==> src/rtl/wb_arbiter.sv <==
// wb_arbiter: round-robin two-master Wishbone arbiter (SERV ibus/dbus) with idle gap and watchdog
module wb_arbiter #(
    parameter int          TIMEOUT   = 255,
    parameter int          TIMEOUT_W = 8,
    parameter logic [31:0] ERR_RDT   = 32'h0000_0000
) (
    input  logic        i_clk,
    input  logic        i_rst,
    input  logic [31:0] i_wb_ibus_adr,
    input  logic        i_wb_ibus_cyc,
    output logic [31:0] o_wb_ibus_rdt,
    output logic        o_wb_ibus_ack,
    input  logic [31:0] i_wb_dbus_adr,
    input  logic [31:0] i_wb_dbus_dat,
    input  logic [3:0]  i_wb_dbus_sel,
    input  logic        i_wb_dbus_we,
    input  logic        i_wb_dbus_cyc,
    output logic [31:0] o_wb_dbus_rdt,
    output logic        o_wb_dbus_ack,
    output logic [31:0] o_wb_cpu_adr,
    output logic [31:0] o_wb_cpu_dat,
    output logic [3:0]  o_wb_cpu_sel,
    output logic        o_wb_cpu_we,
    output logic        o_wb_cpu_cyc,
    input  logic [31:0] i_wb_cpu_rdt,
    input  logic        i_wb_cpu_ack,
    output logic        o_timeout
);
    localparam logic [TIMEOUT_W-1:0] WD_MAX = TIMEOUT[TIMEOUT_W-1:0];

    typedef enum logic [1:0] {IDLE, GNT_I, GNT_D} state_t;

    state_t               state;
    logic                 prefer_d;
    logic [TIMEOUT_W-1:0] wd;
    logic                 gnt_i;
    logic                 gnt_d;
    logic                 m_cyc;
    logic                 timeout_hit;
    logic                 m_ack;

    // Shared-port mux and ack/rdt steering; a real ack always beats the watchdog
    always_comb begin
        gnt_i         = state == GNT_I;
        gnt_d         = state == GNT_D;
        m_cyc         = (gnt_i && i_wb_ibus_cyc) || (gnt_d && i_wb_dbus_cyc);
        timeout_hit   = m_cyc && wd == WD_MAX;
        m_ack         = m_cyc && (i_wb_cpu_ack || timeout_hit);
        o_wb_cpu_cyc  = m_cyc;
        o_wb_cpu_adr  = gnt_i ? i_wb_ibus_adr : i_wb_dbus_adr;
        o_wb_cpu_dat  = i_wb_dbus_dat;
        o_wb_cpu_sel  = gnt_i ? 4'hF : i_wb_dbus_sel;
        o_wb_cpu_we   = !gnt_i && i_wb_dbus_we;
        o_wb_ibus_ack = gnt_i && m_ack;
        o_wb_dbus_ack = gnt_d && m_ack;
        o_wb_ibus_rdt = (timeout_hit && !i_wb_cpu_ack) ? ERR_RDT : i_wb_cpu_rdt;
        o_wb_dbus_rdt = o_wb_ibus_rdt;
    end

    // Grant FSM: one transaction per grant, always returning through IDLE so cyc drops between grants
    always_ff @(posedge i_clk) begin
        if (i_rst) begin
            state     <= IDLE;
            prefer_d  <= 1'b1;
            wd        <= '0;
            o_timeout <= 1'b0;
        end else begin
            o_timeout <= timeout_hit && !i_wb_cpu_ack;
            case (state)
                IDLE: begin
                    if (i_wb_dbus_cyc && (!i_wb_ibus_cyc || prefer_d)) begin
                        state    <= GNT_D;
                        prefer_d <= 1'b0;
                        wd       <= '0;
                    end else if (i_wb_ibus_cyc) begin
                        state    <= GNT_I;
                        prefer_d <= 1'b1;
                        wd       <= '0;
                    end
                end
                default: begin
                    if (!m_cyc || m_ack)
                        state <= IDLE;
                    else
                        wd <= wd + 1'b1;
                end
            endcase
        end
    end
endmodule

==> config.mk <==
export PLATFORM = sky130hd
export DESIGN_NAME = wb_arbiter
export DESIGN_NICKNAME = d
export VERILOG_FILES = /design/src/rtl/wb_arbiter.sv
export SDC_FILE = /design/constraint.sdc
export NUM_CORES = 1
export LEC_CHECK = 0
export ABC_AREA = 1
export CORE_AREA = 2 2 106 108
export CTS_CLUSTER_SIZE = 40
export DETAILED_ROUTE_END_ITERATION = 8
export DIE_AREA = 0 0 108 110
export PLACE_DENSITY = 0.68
export SLEW_MARGIN = 20
export SYNTH_ARGS = -nofsm -noshare
export SYNTH_HDL_FRONTEND = slang
export SYNTH_SLANG_ARGS = --single-unit
==> constraint.sdc <==
create_clock -name i_clk -period 2.32 [get_ports i_clk]
set_input_delay 0.696 -clock i_clk [delete_from_list [all_inputs] [get_ports i_clk]]
set_output_delay 0.696 -clock i_clk [all_outputs]
set_load 0.05 [all_outputs]
# Word level (Yosys, flattened, before mapping)

Index checks and enable logic that the tools add are counted.

Word-level logic and storage cells: 46
Input port bits: 138
Bits in registers: 12

Reduce and logical (&&, ||, !) cells: 23
Equality and inequality tests: 5
Add/subtract/negate cells: 1
Multiplexer cells: 13

Operator list:

| kind                                                                     | number |
|---|---|
| 32-bit two-way mux                                                       | 2 |
| 8-bit two-way mux                                                        | 4 |
| 1-bit logical AND                                                        | 9 |
| 8-bit by 1-bit adder with 8-bit output (second input constant)           | 1 |
| 8-bit equality test (second input constant)                              | 1 |
| 2-bit two-way mux                                                        | 4 |
| 2-bit AND reduction                                                      | 3 |
| 1-bit zero test                                                          | 4 |
| 1-bit logical OR                                                         | 4 |
| 4-bit two-way mux                                                        | 1 |
| 2-bit nonzero test                                                       | 2 |
| 3-bit inequality test (second input constant)                            | 1 |
| 2-bit by 1-bit equality test with 1-bit output (second input constant)   | 1 |
| 2-bit equality test (second input constant)                              | 1 |
| 2-bit zero test                                                          | 1 |
| 1-bit two-way mux                                                        | 2 |
| 2-bit by 1-bit inequality test with 1-bit output (second input constant) | 1 |

# Longest topological paths before layout

Depth after elaboration: 9
Mapped depth: 9
Gate-level depth less buffers: 9

# Worst setup path before layout

No wires, ideal clock.

Kind: in2out
From: input i_wb_ibus_cyc
To: output o_wb_ibus_rdt[22]
Stages: 7
Buffers on the path: 2
Arrival time: 2032 ps
Slack: -408 ps
Data required time: 1624 ps
Cells stage by stage: nand3_1 -> nand2_2 -> nand4_2 -> buf_2 -> nand2_1 -> inv_1 -> buf_4

Cells in the longest elaborated chain, start to end: 5

RTL lines:

| what               | line | source |
|---|---|---|
| from (decl)        | 10   | `input logic i_wb_ibus_cyc,` |
| 1-bit logical AND  | 46   | `m_cyc = (gnt_i && i_wb_ibus_cyc) \|\| (gnt_d && i_wb_dbus_cyc);` |
| 1-bit logical OR   | 46   |  |
| via o_wb_cpu_cyc   | 24   | `output logic o_wb_cpu_cyc,` |
| 1-bit logical AND  | 47   | `timeout_hit = m_cyc && wd == WD_MAX;` |
| 1-bit logical AND  | 56   | `o_wb_ibus_rdt = (timeout_hit && !i_wb_cpu_ack) ? ERR_RDT : i_wb_cpu_rdt;` |
| 32-bit two-way mux | 56   |  |
| to (decl)          | 11   | `output logic [31:0] o_wb_ibus_rdt,` |

The timed path passes the listed nets, and every way through them passes these cells.

# Worst setup path in the final report

From: input i_wb_dbus_cyc
To: output o_wb_dbus_rdt[12]

Cells in the longest elaborated chain, start to end: 5

RTL lines:

| what               | line | source |
|---|---|---|
| from (decl)        | 17   | `input logic i_wb_dbus_cyc,` |
| 1-bit logical AND  | 46   |  |
| 1-bit logical OR   | 46   |  |
| 1-bit logical AND  | 47   |  |
| 1-bit logical AND  | 56   |  |
| 32-bit two-way mux | 56   |  |
| to (decl)          | 18   | `output logic [31:0] o_wb_dbus_rdt,` |

Every way passes these cells.

==> results.json <==
{
  "min-delay-start": "prefer_d",
  "placed_cell_area_mm2": 0.00361,
  "cp_slowest_cell": "buf_8",
  "pin_count": 275,
  "cts_made_buffers": 3,
  "slew-limit-headroom": 0.655,
  "reg2reg_depth": 10,
  "fin_nets": 659,
  "fillers": 1067,
  "first_pass_iters": 4,
  "critPathBufInv": 5,
  "drv_cap": 0,
  "final_common_cell": "nand2_1",
  "syn_area_mm2": 0.00189,
  "antenna_found_initial": 0,
  "place.gp.congestion": 0.819,
  "power_leakage_nw": 2.25,
  "layout_common_cells": "124 x nand2_1, 103 x clkdlybuf4s50_1, 62 x buf_8, 51 x buf_4, 34 x nand2_4",
  "antenna_cells": 0,
  "syn_avg_cell_area_um2": 5.33,
  "hp-class": "flop to flop",
  "drive_gt1_frac": 0.441,
  "core_region_area_mm2": 0.0107,
  "rsz0062_at_grt": "true",
  "ys_seq_elements": 12,
  "die_w_um": 108,
  "grt_usage": 0.138,
  "yosysUniqueCellTypes": 24,
  "cp-start-kind": "input pin",
  "synth_nets": 494,
  "critical_path_class": "input pin to output port",
  "cts_tree": "yes",
  "grt_max_degree": 29,
  "crit_top_cell": "buf_8",
  "clock_latency_ns": 0.25,
  "violations": "setup timing",
  "r2r_slack_ns": 0.72,
  "setup_viol": 40,
  "root_buffer": "clkbuf_8",
  "synth-main-ff-cell": "dfxtp_1",
  "worstSetupEndpointType": "output port",
  "cp_top_family": "buffers and inverters",
  "antenna_left": 0,
  "wire_per_inst_um": 14.0,
  "clock_skew_ns": 0.000527,
  "grt_overflow_total": 0,
  "synth.top_cells.by_area": "nand2_1 31%, buf_4 25%, dfxtp_1 13%, inv_1 10%, nand3_1 4.0%",
  "final-hold-violation-count": 0,
  "ys_warn_count": 0,
  "route.detailed.drc": 0,
  "power_density_mw_per_mm2": 353,
  "tightest_slew_ns": 0.516,
  "yosysTopAreaCellShare": 0.312,
  "path_max_fanout": 8,
  "drv_slew": 0,
  "grt_pass1_vias": 2598,
  "setup_tns_ns": -1.07,
  "yosys.area.top_type": "nand2_1",
  "cts_sinks": 12,
  "path_clk_slew_ns": 0.05,
  "irDropWorstVdd_v": 0.000340,
  "ctsHtreeMaxLevel": 1,
  "arrival_ns": 1.75,
  "die_h_um": 110,
  "timing.rr.end": "wd[2]",
  "rr_startpoint": "wd[1]",
  "cts_buffer_depth": 2,
  "fin_crit_sh": 1.06,
  "grt_pass1_wl_mm": 13.0,
  "fin_crit_ns": 2.45,
  "synth_edf_count": 0,
  "drtIter0Drc": 112,
  "path_cells": "buf_8 > nand3_4 > nand2_8 > nand4_4 > buf_12 > buf_16 > nand2_4 > clkinvlp_4 > buf_8",
  "place_ws_ns": -0.540,
  "vias": 2625,
  "syn_inst": 355,
  "critPathRequiredTime_ns": 1.62,
  "final_util": 0.437,
  "async_flop_share": 0,
  "wl_mm": 9.25,
  "status": "finished, violations left",
  "min_to": "prefer_d",
  "vias_per_cell": 3.98,
  "fin_area_mm2": 0.00467,
  "max_freq_mhz": 408,
  "rows": 38,
  "area_delta_synth_final_pct": 147,
  "die_area_mm2": 0.0119,
  "io_buffers": 210,
  "critPathMaxStageDelay_ns": 0.17,
  "dp_hpwl_mm": 6.29,
  "min_path_cells": 2,
  "setup_ws_ns": -0.131,
  "initial_core_util": 0.177,
  "ys_seq_area_frac": 0.127
}
metal layers:
layer	global-route usage	share of wire	vias up
li1	-	-	1315
met1	0.149	0.36	1170
met2	0.259	0.54	121
met3	0.0412	0.086	19
met4	0.0385	0.014	0
met5	0	0	-
synth_stat cells (2+ instances only):
| cell type | n |
|---|---|
| a21oi_1 | 5 |
| nor2_1 | 15 |
| o21ai_0 | 4 |
| dfxtp_1 | 12 |
| inv_2 | 2 |
| nand2_2 | 2 |
| buf_4 | 64 |
| or2_2 | 4 |
| nor2_2 | 3 |
| inv_1 | 52 |
| nand3_1 | 15 |
| nand2_1 | 157 |
| buf_2 | 9 |
flip-flops by register name, indices dropped and copies added, names as in the netlist:
register   cells
state          2
prefer_d       1
wd             8
o_timeout      1
cells by family after synthesis:
| group | Yosys count | synth area share |
|---|---|---|
| AO/OA/AOI/OAI | 12 | 0.0364 |
| buffers and inverters | 128 | 0.387 |
| flip-flops | 12 | 0.127 |
| adder cells (fa/ha/maj) | 1 | 0.00662 |
| AND/OR/NAND/NOR | 202 | 0.443 |
metrics by stage:
| step | hold slack, ns | power (mW) | cells |
|---|---|---|---|
| 2_1_floorplan | 0.442 | 1.01 | 355 |
| 3_3_place_gp | 0.456 | 1.23 | 641 |
| 3_5_place_dp | 0.477 | 1.24 | 641 |
| 4_1_cts | 0.490 | 1.61 | 657 |
| 5_1_grt | 0.504 | 1.72 | 659 |
| 6_report | 0.499 | 1.65 | 659 |
how the worst max path moves through the flow:
stage                             start                end  slack, ns  cells after the start
after floorplan           i_wb_dbus_cyc  o_wb_ibus_rdt[23]      -0.17                      7
after global placement    i_wb_ibus_cyc  o_wb_dbus_rdt[12]      -0.50                      8
after detailed placement  i_wb_ibus_cyc  o_wb_ibus_rdt[12]      -0.54                      8
after CTS                         wd[1]  o_wb_dbus_rdt[27]      -0.17                     10
after global routing              wd[0]      o_wb_dbus_ack      -0.18                     10
final                     i_wb_dbus_cyc  o_wb_dbus_rdt[12]      -0.13                      9
worst register-to-register path, stage by stage, from the launching register on:
cell	delay (ns)
dfxtp_4	0.37
ha_4	0.16
nand2_4	0.06
nor2_4	0.12
buf_4	0.12
buf_4	0.09
nand2_2	0.08
nand3_4	0.12
nand2_4	0.11
o21ai_0	0.22
nor2_1	0.06
cell type report:
| cell class | instances | area, um2 | area share |
|---|---|---|---|
| multi-input combinational | 215 | 1250 | 0.267 |
| inverter | 54 | 287 | 0.0613 |
| tap | 140 | 175 | 0.0375 |
| clock buffer | 4 | 55.1 | 0.0118 |
| timing repair buffer | 234 | 2650 | 0.568 |
| sequential | 12 | 254 | 0.0544 |
where the power goes:
part | switching (mW) | internal [mW] | leakage, nW
Combinational | 0.684 | 0.496 | 2.12
Sequential | 0.0168 | 0.219 | 0.101
Clock | 0.0846 | 0.150 | 0.0288
Total | 0.785 | 0.865 | 2.25
repair_timing:
item	in CTS	in global routing
endpoints found under the setup margin	103	89
resized for setup	233	53
cloned	4	0
buffers inserted	8	5
pin swaps	6	8
hold buffers	0	0
hold endpoints to repair	0	0
No activity file was read; power rests on OpenSTA's default activity.
